<file path="config.mk">
export PLATFORM = sky130hd
export DESIGN_NAME = multicycle_control
export DESIGN_NICKNAME = d
export VERILOG_FILES = /design/src/rtl/mips_pkg.sv /design/src/rtl/mem_wait_timer.sv /design/src/rtl/multicycle_control.sv
export SDC_FILE = /design/constraint.sdc
export NUM_CORES = 1
export LEC_CHECK = 0
export BUFFER_PORTS_ARGS = -buffer_cell sky130_fd_sc_hd__buf_2
export CAP_MARGIN = 10
export CORE_MARGIN = 2
export CORE_UTILIZATION = 38
export DETAILED_ROUTE_END_ITERATION = 6
export HOLD_SLACK_MARGIN = 0.03
export PLACE_DENSITY = 0.7
export SYNTH_ARGS = -nofsm -noshare
export SYNTH_HDL_FRONTEND = slang
export SYNTH_HIERARCHICAL = 1
export SYNTH_SLANG_ARGS = --single-unit
</file>
<file path="constraint.sdc">
create_clock -name clk -period 4.4 [get_ports clk]
set_input_delay 0.88 -clock clk [delete_from_list [all_inputs] [get_ports clk]]
set_output_delay 0.88 -clock clk [all_outputs]
set_load 0.005 [all_outputs]
</file>
<file path="src/rtl/mips_pkg.sv">
// Shared types and encodings for the multi-cycle MIPS control path:
// state enum, opcode constants and datapath select encodings.
package mips_pkg;

    typedef enum logic [3:0] {
        S_FETCH,
        S_DECODE,
        S_MEM_ADDR,
        S_MEM_RD,
        S_MEM_WB,
        S_MEM_WR,
        S_EXECUTE,
        S_ALU_WB,
        S_ADDI_EXEC,
        S_ADDI_WB,
        S_BRANCH,
        S_JUMP,
        S_EXCEPT,
        S_HALT
    } state_t;

    localparam logic [5:0] OP_RTYPE = 6'b000000;
    localparam logic [5:0] OP_LW    = 6'b100011;
    localparam logic [5:0] OP_SW    = 6'b101011;
    localparam logic [5:0] OP_BEQ   = 6'b000100;
    localparam logic [5:0] OP_J     = 6'b000010;
    localparam logic [5:0] OP_ADDI  = 6'b001000;

    localparam logic [1:0] ALU_ADD   = 2'b00;
    localparam logic [1:0] ALU_SUB   = 2'b01;
    localparam logic [1:0] ALU_FUNCT = 2'b10;

    localparam logic [1:0] PC_SRC_SEQ    = 2'b00;
    localparam logic [1:0] PC_SRC_BRANCH = 2'b01;
    localparam logic [1:0] PC_SRC_JUMP   = 2'b10;
    localparam logic [1:0] PC_SRC_EXC    = 2'b11;

    localparam logic [1:0] SRCB_REG     = 2'b00;
    localparam logic [1:0] SRCB_FOUR    = 2'b01;
    localparam logic [1:0] SRCB_IMM     = 2'b10;
    localparam logic [1:0] SRCB_IMM_SH2 = 2'b11;

    // States that talk to the shared memory and may stall on mem_ready.
    function automatic logic is_mem_state(input state_t s);
        return (s == S_FETCH) || (s == S_MEM_RD) || (s == S_MEM_WR);
    endfunction

endpackage

</file>
<file path="src/rtl/mem_wait_timer.sv">
// Wait-state counter for memory accesses: counts cycles while enabled,
// clears on request, and flags the MEM_TIMEOUT-th consecutive cycle.
module mem_wait_timer #(
    parameter int MEM_TIMEOUT = 16,
    parameter int TIMER_WIDTH = 8
) (
    input  logic clk,
    input  logic rst_n,
    input  logic clear_i,
    input  logic enable_i,
    output logic timeout_o
);

    localparam logic [TIMER_WIDTH-1:0] LAST = TIMER_WIDTH'(MEM_TIMEOUT - 1);

    logic [TIMER_WIDTH-1:0] count_q, count_d;

    // count_q holds the number of earlier cycles already spent in this state.
    always_comb begin
        count_d = count_q;
        if (clear_i) begin
            count_d = '0;
        end else if (enable_i && (count_q != '1)) begin
            count_d = count_q + 1'b1;
        end
    end

    always_ff @(posedge clk or negedge rst_n) begin
        if (!rst_n) begin
            count_q <= '0;
        end else begin
            count_q <= count_d;
        end
    end

    assign timeout_o = enable_i && (count_q == LAST);

endmodule

</file>
<file path="src/rtl/multicycle_control.sv">
// Multi-cycle MIPS sequencing FSM with memory wait states and timeout fault.
// Optional exception state for unknown opcodes: define MULTICYCLE_EXCEPTION_EN.
module multicycle_control
    import mips_pkg::*;
#(
    parameter int MEM_TIMEOUT = 16,
    parameter int TIMER_WIDTH = 8
) (
    input  logic       clk,
    input  logic       rst,
    input  logic [5:0] opcode,
    input  logic       zero,
    input  logic       mem_ready,
    output logic       pc_write,
    output logic [1:0] pc_source,
    output logic       i_or_d,
    output logic       mem_read,
    output logic       mem_write,
    output logic       ir_write,
    output logic       alu_src_a,
    output logic [1:0] alu_src_b,
    output logic [1:0] alu_op,
    output logic       reg_dst,
    output logic       mem_to_reg,
    output logic       reg_write,
    output logic       mem_err,
    output logic       epc_write
);

    state_t state_q, state_d;
    logic   mem_err_q, mem_err_d;
    logic   timeout;

    mem_wait_timer #(
        .MEM_TIMEOUT(MEM_TIMEOUT),
        .TIMER_WIDTH(TIMER_WIDTH)
    ) u_timer (
        .clk      (clk),
        .rst_n    (rst),
        .clear_i  (state_d != state_q),
        .enable_i (is_mem_state(state_q)),
        .timeout_o(timeout)
    );

    // A ready in the timeout cycle completes the access normally.
    always_comb begin
        state_d   = state_q;
        mem_err_d = mem_err_q;
        case (state_q)
            S_FETCH: begin
                if (mem_ready) begin
                    state_d = S_DECODE;
                end else if (timeout) begin
                    state_d   = S_HALT;
                    mem_err_d = 1'b1;
                end
            end
            S_DECODE: begin
                case (opcode)
                    OP_RTYPE:      state_d = S_EXECUTE;
                    OP_LW, OP_SW:  state_d = S_MEM_ADDR;
                    OP_BEQ:        state_d = S_BRANCH;
                    OP_J:          state_d = S_JUMP;
                    OP_ADDI:       state_d = S_ADDI_EXEC;
`ifdef MULTICYCLE_EXCEPTION_EN
                    default:       state_d = S_EXCEPT;
`else
                    default:       state_d = S_FETCH;
`endif
                endcase
            end
            S_MEM_ADDR:  state_d = (opcode == OP_SW) ? S_MEM_WR : S_MEM_RD;
            S_MEM_RD, S_MEM_WR: begin
                if (mem_ready) begin
                    state_d = (state_q == S_MEM_RD) ? S_MEM_WB : S_FETCH;
                end else if (timeout) begin
                    state_d   = S_HALT;
                    mem_err_d = 1'b1;
                end
            end
            S_MEM_WB:    state_d = S_FETCH;
            S_EXECUTE:   state_d = S_ALU_WB;
            S_ALU_WB:    state_d = S_FETCH;
            S_ADDI_EXEC: state_d = S_ADDI_WB;
            S_ADDI_WB:   state_d = S_FETCH;
            S_BRANCH:    state_d = S_FETCH;
            S_JUMP:      state_d = S_FETCH;
            S_EXCEPT:    state_d = S_FETCH;
            S_HALT:      state_d = S_HALT;
            default:     state_d = S_FETCH;
        endcase
    end

    always_ff @(posedge clk or negedge rst) begin
        if (!rst) begin
            state_q   <= S_FETCH;
            mem_err_q <= 1'b0;
        end else begin
            state_q   <= state_d;
            mem_err_q <= mem_err_d;
        end
    end

    // Outputs are forced low while reset is held, even though state reads FETCH.
    always_comb begin
        pc_write   = 1'b0;
        pc_source  = PC_SRC_SEQ;
        i_or_d     = 1'b0;
        mem_read   = 1'b0;
        mem_write  = 1'b0;
        ir_write   = 1'b0;
        alu_src_a  = 1'b0;
        alu_src_b  = SRCB_REG;
        alu_op     = ALU_ADD;
        reg_dst    = 1'b0;
        mem_to_reg = 1'b0;
        reg_write  = 1'b0;
        mem_err    = mem_err_q;
        epc_write  = 1'b0;
        if (rst) begin
            case (state_q)
                S_FETCH: begin
                    mem_read  = 1'b1;
                    alu_src_b = SRCB_FOUR;
                    ir_write  = mem_ready;
                    pc_write  = mem_ready;
                end
                S_DECODE: alu_src_b = SRCB_IMM_SH2;
                S_MEM_ADDR, S_ADDI_EXEC: begin
                    alu_src_a = 1'b1;
                    alu_src_b = SRCB_IMM;
                end
                S_MEM_RD: begin
                    mem_read = 1'b1;
                    i_or_d   = 1'b1;
                end
                S_MEM_WB: begin
                    reg_write  = 1'b1;
                    mem_to_reg = 1'b1;
                end
                S_MEM_WR: begin
                    mem_write = 1'b1;
                    i_or_d    = 1'b1;
                end
                S_EXECUTE: begin
                    alu_src_a = 1'b1;
                    alu_op    = ALU_FUNCT;
                end
                S_ALU_WB: begin
                    reg_write = 1'b1;
                    reg_dst   = 1'b1;
                end
                S_ADDI_WB: reg_write = 1'b1;
                S_BRANCH: begin
                    alu_src_a = 1'b1;
                    alu_op    = ALU_SUB;
                    pc_source = PC_SRC_BRANCH;
                    pc_write  = zero;
                end
                S_JUMP: begin
                    pc_source = PC_SRC_JUMP;
                    pc_write  = 1'b1;
                end
`ifdef MULTICYCLE_EXCEPTION_EN
                S_EXCEPT: begin
                    epc_write = 1'b1;
                    pc_source = PC_SRC_EXC;
                    pc_write  = 1'b1;
                end
`endif
                default: ;
            endcase
        end
    end

endmodule

</file>
# Word-level counts from Yosys, hierarchy flattened
# Index checks and enable logic that the tools add are counted.
[totals] register_bits=13 inputBits=10 out_inout_bits=17
[classes] n_addsub=1 n_eq_ne=20 n_mux=33 bitwise_logic=1 reduce_logical=15
[ops] cell="case mux 4 bit (7 select lines)" n=1
[ops] cell="equality test 4 bit, second input constant" n=5
[ops] cell="case mux 4 bit (5 select lines)" n=1
[ops] cell="2-to-1 mux 1 bit" n=17
[ops] cell="equality test 4 x 3 -> 1 bit, second input constant" n=4
[ops] cell="2-to-1 mux 8 bit" n=2
[ops] cell="equality test 6 bit, second input constant" n=2
[ops] cell="2-to-1 mux 4 bit" n=3
[ops] cell="adder 8 x 1 -> 8 bit, second input constant" n=1
[ops] cell="equality test 4 x 2 -> 1 bit, second input constant" n=2
[ops] cell="equality test 8 x 4 -> 1 bit, second input constant" n=1
[ops] cell="inequality test 8 bit, second input constant" n=1
[ops] cell="case mux 2 bit (2 select lines)" n=2
[ops] cell="OR reduction 2 bit" n=4
[ops] cell="equality test 6 x 2 -> 1 bit, second input constant" n=1
[ops] cell="equality test 6 x 3 -> 1 bit, second input constant" n=1
[ops] cell="equality test 6 x 4 -> 1 bit, second input constant" n=1
[ops] cell="logical NOT 6 bit" n=1
[ops] cell="2-to-1 mux 2 bit" n=3
[ops] cell="2-to-1 mux 3 bit" n=2
[ops] cell="case mux 2 bit (3 select lines)" n=1
[ops] cell="OR reduction 3 bit" n=2
[ops] cell="equality test 4 x 1 -> 1 bit, second input constant" n=1
[ops] cell="logical NOT 4 bit" n=1
[ops] cell="other kinds (8)" n=10

# Logic depth before layout (Yosys ltp)
# Gate-level depths: netlist (run 1).
[logic_depth] word_depth=9 depth_mapped=15 ltp_nobuf=12

# Hierarchy
# The synthesis (run 1) kept the hierarchy.
[modules_own_cells] mod="multicycle_control" n_inst=1 cells_per_inst=96 area_each_um2=671.9 seq_area_each_um2=125.1
[modules_own_cells] mod="mem_wait_timer" n_inst=1 cells_per_inst=48 area_each_um2=490.5 seq_area_each_um2=200.2

# Worst setup path before layout (run 1)
# No wires, ideal clock.
[synth_timing] kind="flip-flop to flip-flop" start="register state_q[1]" end="register u_timer.count_q[4]" setup_ns=0.076 arrival_ns=3.515 slack_ns=0.808 path_stages_with_launch=16 synth_period_minus_slack_ns=3.592 cell_sequence="dfrtp_1 buf_6 clkbuf_1 nand2b_1 and2_1 a211oi_1 nand4_1 nor2_1 inv_1 o41ai_1 a222oi_1 mux2i_1 a2111o_1 dlymetal6s2s_1 or3_1 o21ai_1"
[synth_between] elab_chain_len=9 word_cells_on_any_way=21
[synth_rtl] element="start, declared" line="multicycle_control.sv:30" text="state_t state_q, state_d;"
[synth_rtl] element="start signal, assigned" line="multicycle_control.sv:99" text="state_q <= state_d;"
[synth_rtl] element="equality test 4 x 2 -> 1 bit or logical NOT 4 bit (tied branches)" line="mips_pkg.sv:45" text="return (s == S_FETCH) || (s == S_MEM_RD) || (s == S_MEM_WR);"
[synth_rtl] element="logical OR 1 bit" line="mips_pkg.sv:45"
[synth_rtl] element="logical OR 1 bit *" line="mips_pkg.sv:45"
[synth_rtl] element="logical AND 1 bit *" line="mem_wait_timer.sv:36" text="assign timeout_o = enable_i && (count_q == LAST);"
[synth_rtl] element="named net timeout" line="multicycle_control.sv:32" text="logic timeout;"
[synth_rtl] element="2-to-1 mux 4 bit *" line="multicycle_control.sv:53, multicycle_control.sv:76"
[synth_rtl] element="2-to-1 mux 4 bit, on equally long branches" line="multicycle_control.sv:74, multicycle_control.sv:51"
[synth_rtl] element="case mux 4 bit (7 select lines) *" line="multicycle_control.sv:49" text="case (state_q)"
[synth_rtl] element="inequality test 4 bit *" line="multicycle_control.sv:40" text=".clear_i (state_d != state_q),"
[synth_rtl] element="2-to-1 mux 8 bit or nonzero test 2 bit (tied branches)"
[synth_rtl] element="end signal, assigned" line="mem_wait_timer.sv:32" text="count_q <= count_d;"
[synth_rtl] element="end, declared" line="mem_wait_timer.sv:16" text="logic [TIMER_WIDTH-1:0] count_q, count_d;"
# Mark *: on every way through the listed nets, which the timed path passes. The rest lies on a longest branch.
# A chain may end at the register's enable or synchronous reset.

# Worst setup path after layout (run 1)
[layout_timing] start="register state_q[1]" end="register u_timer.count_q[4]"
[layout_between] elab_chain_len=9 word_cells_on_any_way=21
[layout_rtl] element="equality test 4 x 2 -> 1 bit or logical NOT 4 bit (tied branches)" line="mips_pkg.sv:45"
[layout_rtl] element="logical OR 1 bit" line="mips_pkg.sv:45"
[layout_rtl] element="logical OR 1 bit *" line="mips_pkg.sv:45"
[layout_rtl] element="logical AND 1 bit *" line="mem_wait_timer.sv:36"
[layout_rtl] element="named net timeout" line="multicycle_control.sv:32"
[layout_rtl] element="2-to-1 mux 4 bit *" line="multicycle_control.sv:53, multicycle_control.sv:76"
[layout_rtl] element="2-to-1 mux 4 bit, on equally long branches" line="multicycle_control.sv:74, multicycle_control.sv:51"
[layout_rtl] element="case mux 4 bit (7 select lines) *" line="multicycle_control.sv:49"
[layout_rtl] element="named net state_d[0]" line="multicycle_control.sv:30"
[layout_rtl] element="inequality test 4 bit *" line="multicycle_control.sv:40"
[layout_rtl] element="2-to-1 mux 8 bit or nonzero test 2 bit (tied branches)"
# Marked as above.

==> impl_results.html, run 1 <==
<table>
<tr><th>Metric</th><th>Value</th></tr>
<tr><th colspan="2">Run status</th></tr>
<tr><td>Result of the run</td><td>completed</td></tr>
<tr><th colspan="2">Synthesis</th></tr>
<tr><td>Leading post-synthesis cells by cell area</td><td>sky130_fd_sc_hd__dfrtp_1 28%, sky130_fd_sc_hd__nor2_1 3.9%, sky130_fd_sc_hd__nand2b_1 3.8%</td></tr>
<tr><td>Synth area leader</td><td>sky130_fd_sc_hd__dfrtp_1</td></tr>
<tr><td>Synthesized net count</td><td>155</td></tr>
<tr><td>Sequential fraction of the synthesis area</td><td>28.0%</td></tr>
<tr><td>Number of register bits inferred by synthesis</td><td>13</td></tr>
<tr><td>Share of the synthesized area in the top cell type</td><td>28.0%</td></tr>
<tr><td>Instance count of the mapped netlist</td><td>144</td></tr>
<tr><td>Most frequent cell after synthesis</td><td>sky130_fd_sc_hd__dfrtp_1</td></tr>
<tr><td>Post-synth ARST share</td><td>100%</td></tr>
<tr><td>Ys Warns</td><td>6</td></tr>
<tr><td>Number of enable flip-flop cells after synthesis</td><td>0</td></tr>
<tr><td>Post-synthesis cell type count</td><td>55</td></tr>
<tr><td>Synth cell count leaders</td><td>13 x sky130_fd_sc_hd__dfrtp_1, 12 x sky130_fd_sc_hd__nor2_1, 10 x sky130_fd_sc_hd__nand2_1</td></tr>
<tr><td>Most common flop cell mapped by yosys</td><td>sky130_fd_sc_hd__dfrtp_1</td></tr>
<tr><td>Area of the mapped netlist</td><td>1160 sq um</td></tr>
<tr><td>Syn_area_per_cell</td><td>8.07 sq um</td></tr>
<tr><th colspan="2">Flow run</th></tr>
<tr><td>Count of max-cap constraint violations</td><td>0</td></tr>
<tr><th colspan="2">Clock network</th></tr>
<tr><td>Resized cells post-CTS</td><td>0</td></tr>
<tr><td>Clk_lat worst skew</td><td>0.28 ns</td></tr>
<tr><td>Count of hold-fix buffers inserted at cts</td><td>0</td></tr>
<tr><td>TritonCTS sink count</td><td>13</td></tr>
<tr><td>Clock root buffer</td><td>sky130_fd_sc_hd__clkbuf_4</td></tr>
<tr><td>Post-CTS Setup Bufs</td><td>0</td></tr>
<tr><td>TritonCTS buffer count</td><td>3</td></tr>
<tr><td>Clk buf depth</td><td>2</td></tr>
<tr><td>Deepest level of the CTS H-tree</td><td>1</td></tr>
<tr><td>Clock-pin slew reported for the worst setup and hold paths after clock tree synthesis</td><td>0.09 ns</td></tr>
<tr><td>Clock tree from TritonCTS</td><td>yes</td></tr>
<tr><th colspan="2">Floorplanning</th></tr>
<tr><td>Horiz. Die Dim</td><td>59.3 microns</td></tr>
<tr><td>Total die area</td><td>3520 sq um</td></tr>
<tr><td>Core region area</td><td>2980 sq um</td></tr>
<tr><td>Die Y-Extent</td><td>59.3 microns</td></tr>
<tr><td>Placement Rows</td><td>20</td></tr>
<tr><td>Num ports</td><td>27</td></tr>
<tr><td>Effective utilization at floorplan</td><td>39.0%</td></tr>
<tr><th colspan="2">Power and ir drop</th></tr>
<tr><td>Worst-case vdd ir drop</td><td>0.103 mV</td></tr>
<tr><td>Pwr per Cell Area</td><td>426 nW/um^2</td></tr>
<tr><td>Lkg Pwr</td><td>0.000592 uW</td></tr>
<tr><td>Overall power consumption</td><td>550 uW</td></tr>
<tr><th colspan="2">STA</th></tr>
<tr><td>Part of the cycle the worst path needs</td><td>84.5%</td></tr>
<tr><td>Top achievable clock speed</td><td>269 MHz</td></tr>
<tr><td>Final setup skew</td><td>0.00518 ns</td></tr>
<tr><td>Slew at the pin with the worst max-slew slack</td><td>0.602 ns</td></tr>
<tr><td>Fin crit period</td><td>3.72 ns</td></tr>
<tr><td>RSZ-0062 raised after global routing</td><td>no</td></tr>
<tr><td>Final Hold Vio Count</td><td>0</td></tr>
<tr><td>Setup TNS Final</td><td>0 ns</td></tr>
<tr><td>Final setup viols</td><td>0</td></tr>
<tr><td>Final max-slew violation count</td><td>0</td></tr>
<tr><td>Tightest slew margin relative to the limit</td><td>59.9%</td></tr>
<tr><th colspan="2">Global route</th></tr>
<tr><td>Number of global-route vias before repair</td><td>1072</td></tr>
<tr><td>Grt total ovfl</td><td>0</td></tr>
<tr><td>Maximum number of pins on one net before global-route repair</td><td>22</td></tr>
<tr><td>All-layer global routing usage</td><td>17.2%</td></tr>
<tr><td>Wire length of the first global-routing pass</td><td>4.75 mm</td></tr>
<tr><td>Number of antenna violations at the first check in global routing</td><td>0</td></tr>
<tr><th colspan="2">Setup path</th></tr>
<tr><td>Critical path arrival</td><td>3.93 ns</td></tr>
<tr><td>Largest stage delay on the critical path</td><td>0.65 ns</td></tr>
<tr><td>Ordered list of cells on the worst path</td><td>inv_1, a21oi_1, a211oi_1, buf_4, nand4_1, nor2_1, or4_1, a31o_1, a32o_1, o21a_1, a2111o_1, or3_1, o21ai_1</td></tr>
<tr><td>Worst-path maximum fanout</td><td>17</td></tr>
<tr><td>Slowest stage cell on the critical path</td><td>sky130_fd_sc_hd__dfrtp_1</td></tr>
<tr><td>Critical path data required time</td><td>4.61 ns</td></tr>
<tr><td>Element type at the critical path start</td><td>flip-flop</td></tr>
<tr><td>Setup crit end kind</td><td>flip-flop</td></tr>
<tr><td>Setup CP Type</td><td>flip-flop to flip-flop</td></tr>
<tr><th colspan="2">Finish</th></tr>
<tr><td>Fillers</td><td>289</td></tr>
<tr><td>Inserted Diodes</td><td>0</td></tr>
<tr><td>Layout cells sized above 1</td><td>21.3%</td></tr>
<tr><td>NumNets Final</td><td>176</td></tr>
<tr><td>Area growth syn-to-layout</td><td>11.2%</td></tr>
<tr><th colspan="2">Routing</th></tr>
<tr><td>Number of optimization iterations in the first detailed-route pass</td><td>4</td></tr>
<tr><td>DR vias</td><td>1174</td></tr>
<tr><td>Number of nets still failing antenna checks after routing</td><td>0</td></tr>
<tr><td>Detailed router's first-iteration violation count</td><td>66</td></tr>
<tr><td>Total wire length</td><td>2.73 mm</td></tr>
<tr><td>Number of vias per cell</td><td>5.96</td></tr>
<tr><td># DRC</td><td>0</td></tr>
<tr><td>Wire length per cell</td><td>13.9 microns</td></tr>
<tr><th colspan="2">Worst hold path</th></tr>
<tr><td>Type of the most critical hold path</td><td>flip-flop to flip-flop</td></tr>
<tr><th colspan="2">Placement</th></tr>
<tr><td>Final estimated routing congestion in global placement</td><td>0.807</td></tr>
<tr><td>Number of buffers added on ports</td><td>25</td></tr>
<tr><td>DP Wirelength</td><td>2.06 mm</td></tr>
</table>
## power breakdown
part           internal (uW)  switching, uW  total (uW)
logic                    136            151         287
registers                136           51.1         187
clock network           35.2           41.7        76.8
## final cells by class
class / count / area [sq um] / share of cell area (%)
Clock buffer: 4 / 26.3 / 2.03
Inverter: 7 / 26.3 / 2.03
Multi-Input combinational cell: 114 / 741 / 57.3
Sequential cell: 13 / 325 / 25.2
Tap cell: 33 / 41.3 / 3.19
Timing Repair Buffer: 26 / 133 / 10.3
## worst max-delay path: cells and delay by family, from the launching register on
family | cells | cell delay [ns]
buf+inv | 2 | 0.40
simple gates | 4 | 1.08
flops | 1 | 0.65
compound gates | 7 | 1.51
## sequential cells by signal, summed over array words and instances, names as in the netlist
register,cells
state_q,4
u_timer/count_q,8
mem_err,1
## layer usage
metal / track usage (%) / vias to the layer above / wire (microns)
li1: - / 580 / -
met1: 22.4 / 538 / 1190
met2: 28.9 / 54 / 1350
met3: 2.18 / 2 / 184
met4: 6.17 / 0 / 15
met5: 0 / - / 0
## metrics by stage
| step | worst slack [ns] | std cells | hold WS [ns] | utilization, % | cell area [sq um] |
|---|---|---|---|---|---|
| floorplan | 0.808 | 144 | 0.451 | - | 1160 |
| CTS | 0.678 | 197 | 0.483 | 43.4 | 1290 |
| global route | 0.340 | 197 | 0.519 | 43.4 | 1290 |
| global placement | 0.851 | 193 | 0.459 | 42.5 | 1270 |
| finish | 0.683 | 197 | 0.481 | 43.4 | 1290 |
| detailed placement | 0.726 | 193 | 0.460 | 42.5 | 1270 |
## cells by family (layout without fill, tap and decap cells)
| group | count (synthesis) | in the layout | share of synthesized area [%] |
|---|---|---|---|
| AND/OR/NAND/NOR | 65 | 65 | 30.4 |
| AO/OA/AOI/OAI | 39 | 39 | 24.9 |
| buffers and inverters | 17 | 37 | 8.29 |
| flip-flops | 13 | 13 | 28.0 |
| multiplexers | 5 | 5 | 4.84 |
| XOR/XNOR | 3 | 3 | 2.26 |
| adder cells (fa/ha/maj) | 1 | 1 | 1.08 |
| other | 1 | 1 | 0.323 |
## layout by cell type, fill, tap and decap left out, drive strengths merged, types with 2 or more instances in the layout
cell type / count
buf: 26
dfrtp: 13
nor2: 12
nand2: 10
nor3: 8
a21oi: 8
inv: 7
nand2b: 7
nand3: 5
o21ai: 5
a211oi: 5
nand4: 4
and3: 4
clkbuf: 4
o211ai: 3
mux2i: 3
xnor2: 2
nor3b: 2
or4: 2
nor2b: 2
and2: 2
or3: 2
mux2: 2
## final timing paths
kind | startpoint | cells past startpoint | slack [ns] | endpoint
max in group asynchronous | rst | 1 | 3.61 | u_timer/count_q[2]
setup reg to reg | state_q[1] | 13 | 0.68 | u_timer/count_q[4]
hold / removal | mem_err | 1 | 0.48 | mem_err
setup / recovery | state_q[1] | 13 | 0.68 | u_timer/count_q[4]
min in group asynchronous | rst | 1 | 0.51 | u_timer/count_q[4]
hold reg to reg | mem_err | 1 | 0.48 | mem_err
Power figures use the tool's default switching activity.
==> run 2, diff against run 1 <==
- PLACE_DENSITY: 0.7 -> 0.72
- clock period: 4.4 -> 3.2 ns (I/O delays scaled with it)
==> impl_results.html, run 2 (synthesized netlist as in run 1, its figures left out) <==
<table>
<tr><th>Metric</th><th>Value</th></tr>
<tr><th colspan="2">Finish</th></tr>
<tr><td>NumNets Final</td><td>184 (+4.5%)</td></tr>
<tr><td>Most common cell after layout, fill and taps aside</td><td>sky130_fd_sc_hd__buf_2</td></tr>
<tr><td>Post-Route Utilization</td><td>46.7% (+3.3 points)</td></tr>
<tr><td>Layout cells sized above 1</td><td>28.5% (+7.1 points)</td></tr>
<tr><td>Final design area excluding fillers</td><td>1390 sq um (+7.6%)</td></tr>
<tr><td>Inserted Diodes</td><td>0 (unchanged)</td></tr>
<tr><td>Commonest non-fill, non-tap cells in the layout</td><td>25 x sky130_fd_sc_hd__buf_2, 12 x sky130_fd_sc_hd__dfrtp_1, 11 x sky130_fd_sc_hd__nor2_1</td></tr>
<tr><td>Area growth syn-to-layout</td><td>19.6%</td></tr>
<tr><td>Number of flip-flops under the largest register name</td><td>8 (unchanged)</td></tr>
<tr><td>Register bank with the most flops</td><td>u_timer/count_q</td></tr>
<tr><th colspan="2">Floorplanning</th></tr>
<tr><td>Placement Rows</td><td>20 (unchanged)</td></tr>
<tr><td>Horiz. Die Dim</td><td>59.3 microns (unchanged)</td></tr>
<tr><td>Num ports</td><td>27 (unchanged)</td></tr>
<tr><td>Effective utilization at floorplan</td><td>39.0% (unchanged)</td></tr>
<tr><td>Die Y-Extent</td><td>59.3 microns (unchanged)</td></tr>
<tr><td>Core region area</td><td>2980 sq um (unchanged)</td></tr>
<tr><td>Total die area</td><td>3520 sq um (unchanged)</td></tr>
<tr><th colspan="2">Setup path</th></tr>
<tr><td>Register-to-Register Setup Slack</td><td>0.20 ns (-0.48 ns)</td></tr>
<tr><td>Worst r2r dst</td><td>u_timer/count_q[1]</td></tr>
<tr><td>Critical path arrival</td><td>3.19 ns (-0.74 ns)</td></tr>
<tr><td>Setup CP Type</td><td>flip-flop to flip-flop</td></tr>
<tr><td>Crit. Startpoint</td><td>state_q[2]</td></tr>
<tr><td>Setup crit end kind</td><td>flip-flop</td></tr>
<tr><td>Depth of the most critical reg-to-reg path</td><td>13 (unchanged)</td></tr>
<tr><td>Worst-path maximum fanout</td><td>7 (-10)</td></tr>
<tr><td>Critical Path Sink</td><td>u_timer/count_q[1]</td></tr>
<tr><td>Critical path data required time</td><td>3.39 ns (-1.22 ns)</td></tr>
<tr><td>Startpoint of the most critical register-to-register path</td><td>state_q[2]</td></tr>
<tr><td>Element type at the critical path start</td><td>flip-flop</td></tr>
<tr><th colspan="2">Power and ir drop</th></tr>
<tr><td>Pwr per Cell Area</td><td>601 nW/um^2 (+41%)</td></tr>
<tr><td>Overall power consumption</td><td>836 uW (+52%)</td></tr>
<tr><td>Worst-case vdd ir drop</td><td>0.224 mV (+120%)</td></tr>
<tr><td>Lkg Pwr</td><td>0.000646 uW (+9.2%)</td></tr>
<tr><th colspan="2">Routing</th></tr>
<tr><td>Number of vias per cell</td><td>5.87 (-1.5%)</td></tr>
<tr><td># DRC</td><td>0 (unchanged)</td></tr>
<tr><td>DR vias</td><td>1203 (+2.5%)</td></tr>
<tr><td>Number of nets still failing antenna checks after routing</td><td>0 (unchanged)</td></tr>
<tr><td>Detailed router's first-iteration violation count</td><td>142 (+120%)</td></tr>
<tr><td>Total wire length</td><td>2.97 mm (+8.7%)</td></tr>
<tr><td>Number of optimization iterations in the first detailed-route pass</td><td>4 (unchanged)</td></tr>
<tr><td>Wire length per cell</td><td>14.5 microns (+4.5%)</td></tr>
<tr><th colspan="2">Global route</th></tr>
<tr><td>Number of antenna violations at the first check in global routing</td><td>0 (unchanged)</td></tr>
<tr><td>All-layer global routing usage</td><td>17.8% (+0.69 points)</td></tr>
<tr><td>Maximum number of pins on one net before global-route repair</td><td>20 (-9.1%)</td></tr>
<tr><td>Grt total ovfl</td><td>0 (unchanged)</td></tr>
<tr><td>Number of global-route vias before repair</td><td>1137 (+6.1%)</td></tr>
<tr><td>Wire length of the first global-routing pass</td><td>4.95 mm (+4.1%)</td></tr>
<tr><th colspan="2">Placement</th></tr>
<tr><td>Final estimated routing congestion in global placement</td><td>0.847 (+5.0%)</td></tr>
<tr><td>Placed Instance Area</td><td>1350 sq um (+6.8%)</td></tr>
<tr><td>DP Wirelength</td><td>2.33 mm (+13%)</td></tr>
<tr><td>Number of buffers added on ports</td><td>25 (unchanged)</td></tr>
<tr><th colspan="2">Clock network</th></tr>
<tr><td>Clock tree from TritonCTS</td><td>yes</td></tr>
<tr><td>Deepest level of the CTS H-tree</td><td>1 (unchanged)</td></tr>
<tr><td>TritonCTS sink count</td><td>13 (unchanged)</td></tr>
<tr><td>Clk buf depth</td><td>2 (unchanged)</td></tr>
<tr><td>Clk_lat worst skew</td><td>0.27 ns (about the same)</td></tr>
<tr><td>Clock-pin slew reported for the worst setup and hold paths after clock tree synthesis</td><td>0.08 ns (about the same)</td></tr>
<tr><td>Clock root buffer</td><td>sky130_fd_sc_hd__clkbuf_4</td></tr>
<tr><td>TritonCTS buffer count</td><td>3 (unchanged)</td></tr>
<tr><th colspan="2">STA</th></tr>
<tr><td>Final setup skew</td><td>0.00319 ns (-0.00200 ns)</td></tr>
<tr><td>Final worst hold slack</td><td>0.286 ns (-0.195 ns)</td></tr>
<tr><td>Setup TNS Final</td><td>0 ns (unchanged)</td></tr>
<tr><td>Fin crit period</td><td>3.00 ns (-0.720 ns)</td></tr>
<tr><td>Part of the cycle the worst path needs</td><td>93.7% (+9.2 points)</td></tr>
<tr><td>Top achievable clock speed</td><td>334 MHz (+24%)</td></tr>
<tr><td>Final max-slew violation count</td><td>0 (unchanged)</td></tr>
<tr><td>Final Hold Vio Count</td><td>0 (unchanged)</td></tr>
<tr><td>Final setup viols</td><td>0 (unchanged)</td></tr>
<tr><th colspan="2">Flow run</th></tr>
<tr><td>Count of max-cap constraint violations</td><td>0 (unchanged)</td></tr>
<tr><th colspan="2">Worst hold path</th></tr>
<tr><td>Type of the most critical hold path</td><td>input pin to asynchronous set/reset pin</td></tr>
<tr><th colspan="2">Run status</th></tr>
<tr><td>Result of the run</td><td>completed</td></tr>
</table>
-- run 2: layout make-up --
class / instances / area [sq um]
flip-flops and latches: 13 / 327
well taps: 33 / 41.3
multi-input cells: 114 / 777
fillers: 303 / 1590
repair buffers: 34 / 193
clock buffers: 4 / 26.3
inverters: 7 / 26.3
-- run 2: worst min-delay path by stage --
stage / to / slack, ns / cells after the start
2_1_floorplan: mem_err / 0.34 / 0
3_3_place_gp: mem_err / 0.45 / 1
3_5_place_dp: mem_err / 0.46 / 1
4_1_cts: mem_err / 0.29 / 1
5_1_grt: state_q[0] / 0.30 / 1
6_report: state_q[0] / 0.29 / 1
-- run 2: worst max-delay path: stages (launching register included) --
cell,delay (ns)
sky130_fd_sc_hd__dfrtp_1,0.43
sky130_fd_sc_hd__nand2b_1,0.15
sky130_fd_sc_hd__and2_4,0.17
sky130_fd_sc_hd__a211oi_4,0.06
sky130_fd_sc_hd__nand4_1,0.11
sky130_fd_sc_hd__nor2_2,0.07
sky130_fd_sc_hd__or4_1,0.39
sky130_fd_sc_hd__a31o_1,0.23
sky130_fd_sc_hd__a32o_1,0.23
sky130_fd_sc_hd__o21a_1,0.17
sky130_fd_sc_hd__a2111o_1,0.45
sky130_fd_sc_hd__buf_4,0.19
sky130_fd_sc_hd__nand2b_1,0.14
sky130_fd_sc_hd__mux2i_1,0.14
-- run 2: what timing repair did --
item	CTS	global route
resized for setup	0	2
setup endpoints to repair	0	4
hold buffers	0	0
buffers inserted	0	1
-- run 2: power by group --
group / internal (uW) / total [uW] / switching (uW) / leakage, uW
Combinational: 243 / 518 / 274 / 0.000455
Clock: 48.2 / 98.2 / 50.0 / 0.0000150
Sequential: 188 / 220 / 32.4 / 0.000177
Total: 479 / 836 / 357 / 0.000646
-- run 2: through the flow --
step,setup WS [ns],cells
floorplan,-0.00524,144
global placement,0.243,200
detailed placement,0.104,200
CTS,0.0823,204
global route,-0.00258,205
finish,0.203,205
-- run 2: routing by layer --
metal  wire length [microns]  GRT usage [%]  up-vias  part of all wire [%]
met5                       0              0        -                     0
met4                      25           7.14        0                  0.84
met3                     121           2.40        4                   4.1
met2                    1540           31.4       29                    52
met1                    1290           21.7      584                    43
li1                        -              -      586                     -
==> run 3, diff against run 2 <==
- RECOVER_POWER: default -> 100
==> impl_results.html, run 3 (synthesized netlist as in run 1, its figures left out) <==
<table>
<tr><th>Metric</th><th>Value</th></tr>
<tr><th colspan="2">Run status</th></tr>
<tr><td>Result of the run</td><td>completed</td></tr>
<tr><th colspan="2">Global route</th></tr>
<tr><td>Wire length of the first global-routing pass</td><td>4.95 mm (unchanged)</td></tr>
<tr><td>Maximum number of pins on one net before global-route repair</td><td>20 (unchanged)</td></tr>
<tr><td>Number of antenna violations at the first check in global routing</td><td>0 (unchanged)</td></tr>
<tr><td>All-layer global routing usage</td><td>17.8% (unchanged)</td></tr>
<tr><td>Grt total ovfl</td><td>0 (unchanged)</td></tr>
<tr><td>Number of global-route vias before repair</td><td>1137 (unchanged)</td></tr>
<tr><th colspan="2">Floorplanning</th></tr>
<tr><td>Horiz. Die Dim</td><td>59.3 microns (unchanged)</td></tr>
<tr><td>Core region area</td><td>2980 sq um (unchanged)</td></tr>
<tr><td>Placement Rows</td><td>20 (unchanged)</td></tr>
<tr><td>Total die area</td><td>3520 sq um (unchanged)</td></tr>
<tr><td>Effective utilization at floorplan</td><td>39.0% (unchanged)</td></tr>
<tr><td>Num ports</td><td>27 (unchanged)</td></tr>
<tr><td>Die Y-Extent</td><td>59.3 microns (unchanged)</td></tr>
<tr><th colspan="2">Routing</th></tr>
<tr><td>Number of optimization iterations in the first detailed-route pass</td><td>4 (unchanged)</td></tr>
<tr><td>Number of vias per cell</td><td>5.87 (unchanged)</td></tr>
<tr><td>Detailed router's first-iteration violation count</td><td>142 (unchanged)</td></tr>
<tr><td>Wire length per cell</td><td>14.5 microns (about the same)</td></tr>
<tr><td># DRC</td><td>0 (unchanged)</td></tr>
<tr><td>Total wire length</td><td>2.97 mm (about the same)</td></tr>
<tr><td>DR vias</td><td>1203 (unchanged)</td></tr>
<tr><td>Number of nets still failing antenna checks after routing</td><td>0 (unchanged)</td></tr>
<tr><th colspan="2">Finish</th></tr>
<tr><td>Register bank with the most flops</td><td>u_timer/count_q</td></tr>
<tr><td>Final design area excluding fillers</td><td>1390 sq um (about the same)</td></tr>
<tr><td>Layout cells sized above 1</td><td>27.9% (-0.58 points)</td></tr>
<tr><td>Most common cell after layout, fill and taps aside</td><td>sky130_fd_sc_hd__buf_2</td></tr>
<tr><td>Layout Cells excl Fill</td><td>205 (unchanged)</td></tr>
<tr><td>Commonest non-fill, non-tap cells in the layout</td><td>24 x sky130_fd_sc_hd__buf_2, 12 x sky130_fd_sc_hd__dfrtp_1, 11 x sky130_fd_sc_hd__nor2_1</td></tr>
<tr><td>Area growth syn-to-layout</td><td>19.5% (about the same)</td></tr>
<tr><td>NumNets Final</td><td>184 (unchanged)</td></tr>
<tr><td>Fillers</td><td>304 (+0.33%)</td></tr>
<tr><td>Number of flip-flops under the largest register name</td><td>8 (unchanged)</td></tr>
<tr><td>Inserted Diodes</td><td>0 (unchanged)</td></tr>
<tr><th colspan="2">STA</th></tr>
<tr><td>Final setup skew</td><td>0.00319 ns (unchanged)</td></tr>
<tr><td>Final Hold Vio Count</td><td>0 (unchanged)</td></tr>
<tr><td>Final max-slew violation count</td><td>0 (unchanged)</td></tr>
<tr><td>Fin crit period</td><td>3.00 ns (unchanged)</td></tr>
<tr><td>Part of the cycle the worst path needs</td><td>93.7% (unchanged)</td></tr>
<tr><td>Setup TNS Final</td><td>0 ns (unchanged)</td></tr>
<tr><td>Minimum setup slack in the final design</td><td>0.203 ns (unchanged)</td></tr>
<tr><td>Final setup viols</td><td>0 (unchanged)</td></tr>
<tr><td>Top achievable clock speed</td><td>334 MHz (unchanged)</td></tr>
<tr><td>Tightest slew margin relative to the limit</td><td>37.1%</td></tr>
<tr><td>Slew at the pin with the worst max-slew slack</td><td>0.943 ns</td></tr>
<tr><th colspan="2">Clock network</th></tr>
<tr><td>Deepest level of the CTS H-tree</td><td>1 (unchanged)</td></tr>
<tr><td>Clk_lat worst skew</td><td>0.27 ns (about the same)</td></tr>
<tr><td>Clock-pin slew reported for the worst setup and hold paths after clock tree synthesis</td><td>0.08 ns (about the same)</td></tr>
<tr><td>Count of hold-fix buffers inserted at cts</td><td>0 (unchanged)</td></tr>
<tr><td>Clock root buffer</td><td>sky130_fd_sc_hd__clkbuf_4</td></tr>
<tr><td>Clk buf depth</td><td>2 (unchanged)</td></tr>
<tr><td>Clock tree from TritonCTS</td><td>yes</td></tr>
<tr><td>TritonCTS buffer count</td><td>3 (unchanged)</td></tr>
<tr><td>TritonCTS sink count</td><td>13 (unchanged)</td></tr>
<tr><th colspan="2">Power and ir drop</th></tr>
<tr><td>Worst-case vdd ir drop</td><td>0.224 mV (unchanged)</td></tr>
<tr><td>Lkg Pwr</td><td>0.000643 uW (-0.43%)</td></tr>
<tr><td>Overall power consumption</td><td>836 uW (about the same)</td></tr>
<tr><td>Pwr per Cell Area</td><td>602 nW/um^2 (about the same)</td></tr>
<tr><th colspan="2">Flow run</th></tr>
<tr><td>Count of max-cap constraint violations</td><td>0 (unchanged)</td></tr>
<tr><th colspan="2">Placement</th></tr>
<tr><td>DP Cell Count</td><td>200 (unchanged)</td></tr>
<tr><td>Final estimated routing congestion in global placement</td><td>0.847 (unchanged)</td></tr>
<tr><td>Placement-stage worst setup slack</td><td>0.104 ns (unchanged)</td></tr>
<tr><td>DP Wirelength</td><td>2.33 mm (unchanged)</td></tr>
<tr><td>Number of buffers added on ports</td><td>25 (unchanged)</td></tr>
<tr><td>Placed Instance Area</td><td>1350 sq um (unchanged)</td></tr>
<tr><th colspan="2">Setup path</th></tr>
<tr><td>Largest stage delay on the critical path</td><td>0.45 ns (about the same)</td></tr>
<tr><td>Ordered list of cells on the worst path</td><td>nand2b_1, and2_4, a211oi_4, nand4_1, nor2_2, or4_1, a31o_1, a32o_1, o21a_1, a2111o_1, buf_4, nand2b_1, mux2i_1</td></tr>
<tr><td>Element type at the critical path start</td><td>flip-flop</td></tr>
<tr><td>Most repeated library cell on the critical path</td><td>sky130_fd_sc_hd__nand2b_1</td></tr>
<tr><td>Slowest stage cell on the critical path</td><td>sky130_fd_sc_hd__a2111o_1</td></tr>
<tr><td>Critical path arrival</td><td>3.19 ns (about the same)</td></tr>
<tr><td>Critical path data required time</td><td>3.39 ns (about the same)</td></tr>
<tr><td>Critical path buffer and inverter count</td><td>1 (unchanged)</td></tr>
<tr><td>Worst-path maximum fanout</td><td>7 (unchanged)</td></tr>
<tr><td>Setup crit end kind</td><td>flip-flop</td></tr>
<tr><td>CP delay by family, top</td><td>compound AO/OA/AOI/OAI gates</td></tr>
<tr><td>Setup CP Type</td><td>flip-flop to flip-flop</td></tr>
<tr><th colspan="2">Worst hold path</th></tr>
<tr><td>Type of the most critical hold path</td><td>flip-flop to flip-flop</td></tr>
</table>
[run 3: changes by cell type in the layout (fill, tap and decap cells not counted)]
cell / before / now
sky130_fd_sc_hd__buf_2: 25 / 24
sky130_fd_sc_hd__clkbuf_1: 1 / 2
[run 3: timing repair]
item | CTS | global route
gates resized for setup | 0 | 2
buffers inserted | 0 | 1
endpoints found under the setup margin | 0 | 4
[run 3: layout make-up]
type                            instances  area [sq um]  area share [%]
Clock buffer                            4          26.3            1.89
Timing Repair Buffer                   34           191            13.8
Tap cell                               33          41.3            2.97
Multi-Input combinational cell        114           777            55.9
Inverter                                7          26.3            1.89
Sequential cell                        13           327            23.5
[run 3: per-stage QoR]
stage,hold WS [ns],util [%]
floorplan,0.344,-
global placement,0.448,45.4
detailed placement,0.456,45.4
CTS,0.289,46.3
global route,0.522,46.6
finish,0.464,46.6
[run 3: metal layers]
metal,vias up,GRT usage (%),routed length (microns)
met5,-,0,0
met4,0,7.14,25
met3,4,2.40,120
met2,29,31.4,1540
met1,584,21.7,1290
li1,586,-,-
[run 3: final timing paths]
path                                      endpoint        from  slack, ns  depth (start not counted)
worst max-delay path            u_timer/count_q[1]  state_q[2]       0.20                         13
worst min-delay path                       mem_err     mem_err       0.46                          1
worst max register to register  u_timer/count_q[1]  state_q[2]       0.20                         13
worst min register to register             mem_err     mem_err       0.46                          1
max in group asynchronous               state_q[1]         rst       2.08                          1
min in group asynchronous               state_q[0]         rst       0.49                          1
[run 3: power breakdown]
part | internal (uW) | switching (uW) | leakage (uW)
registers | 188 | 32.4 | 0.000177
logic | 243 | 274 | 0.000452
clock network | 48.2 | 50.0 | 0.0000150
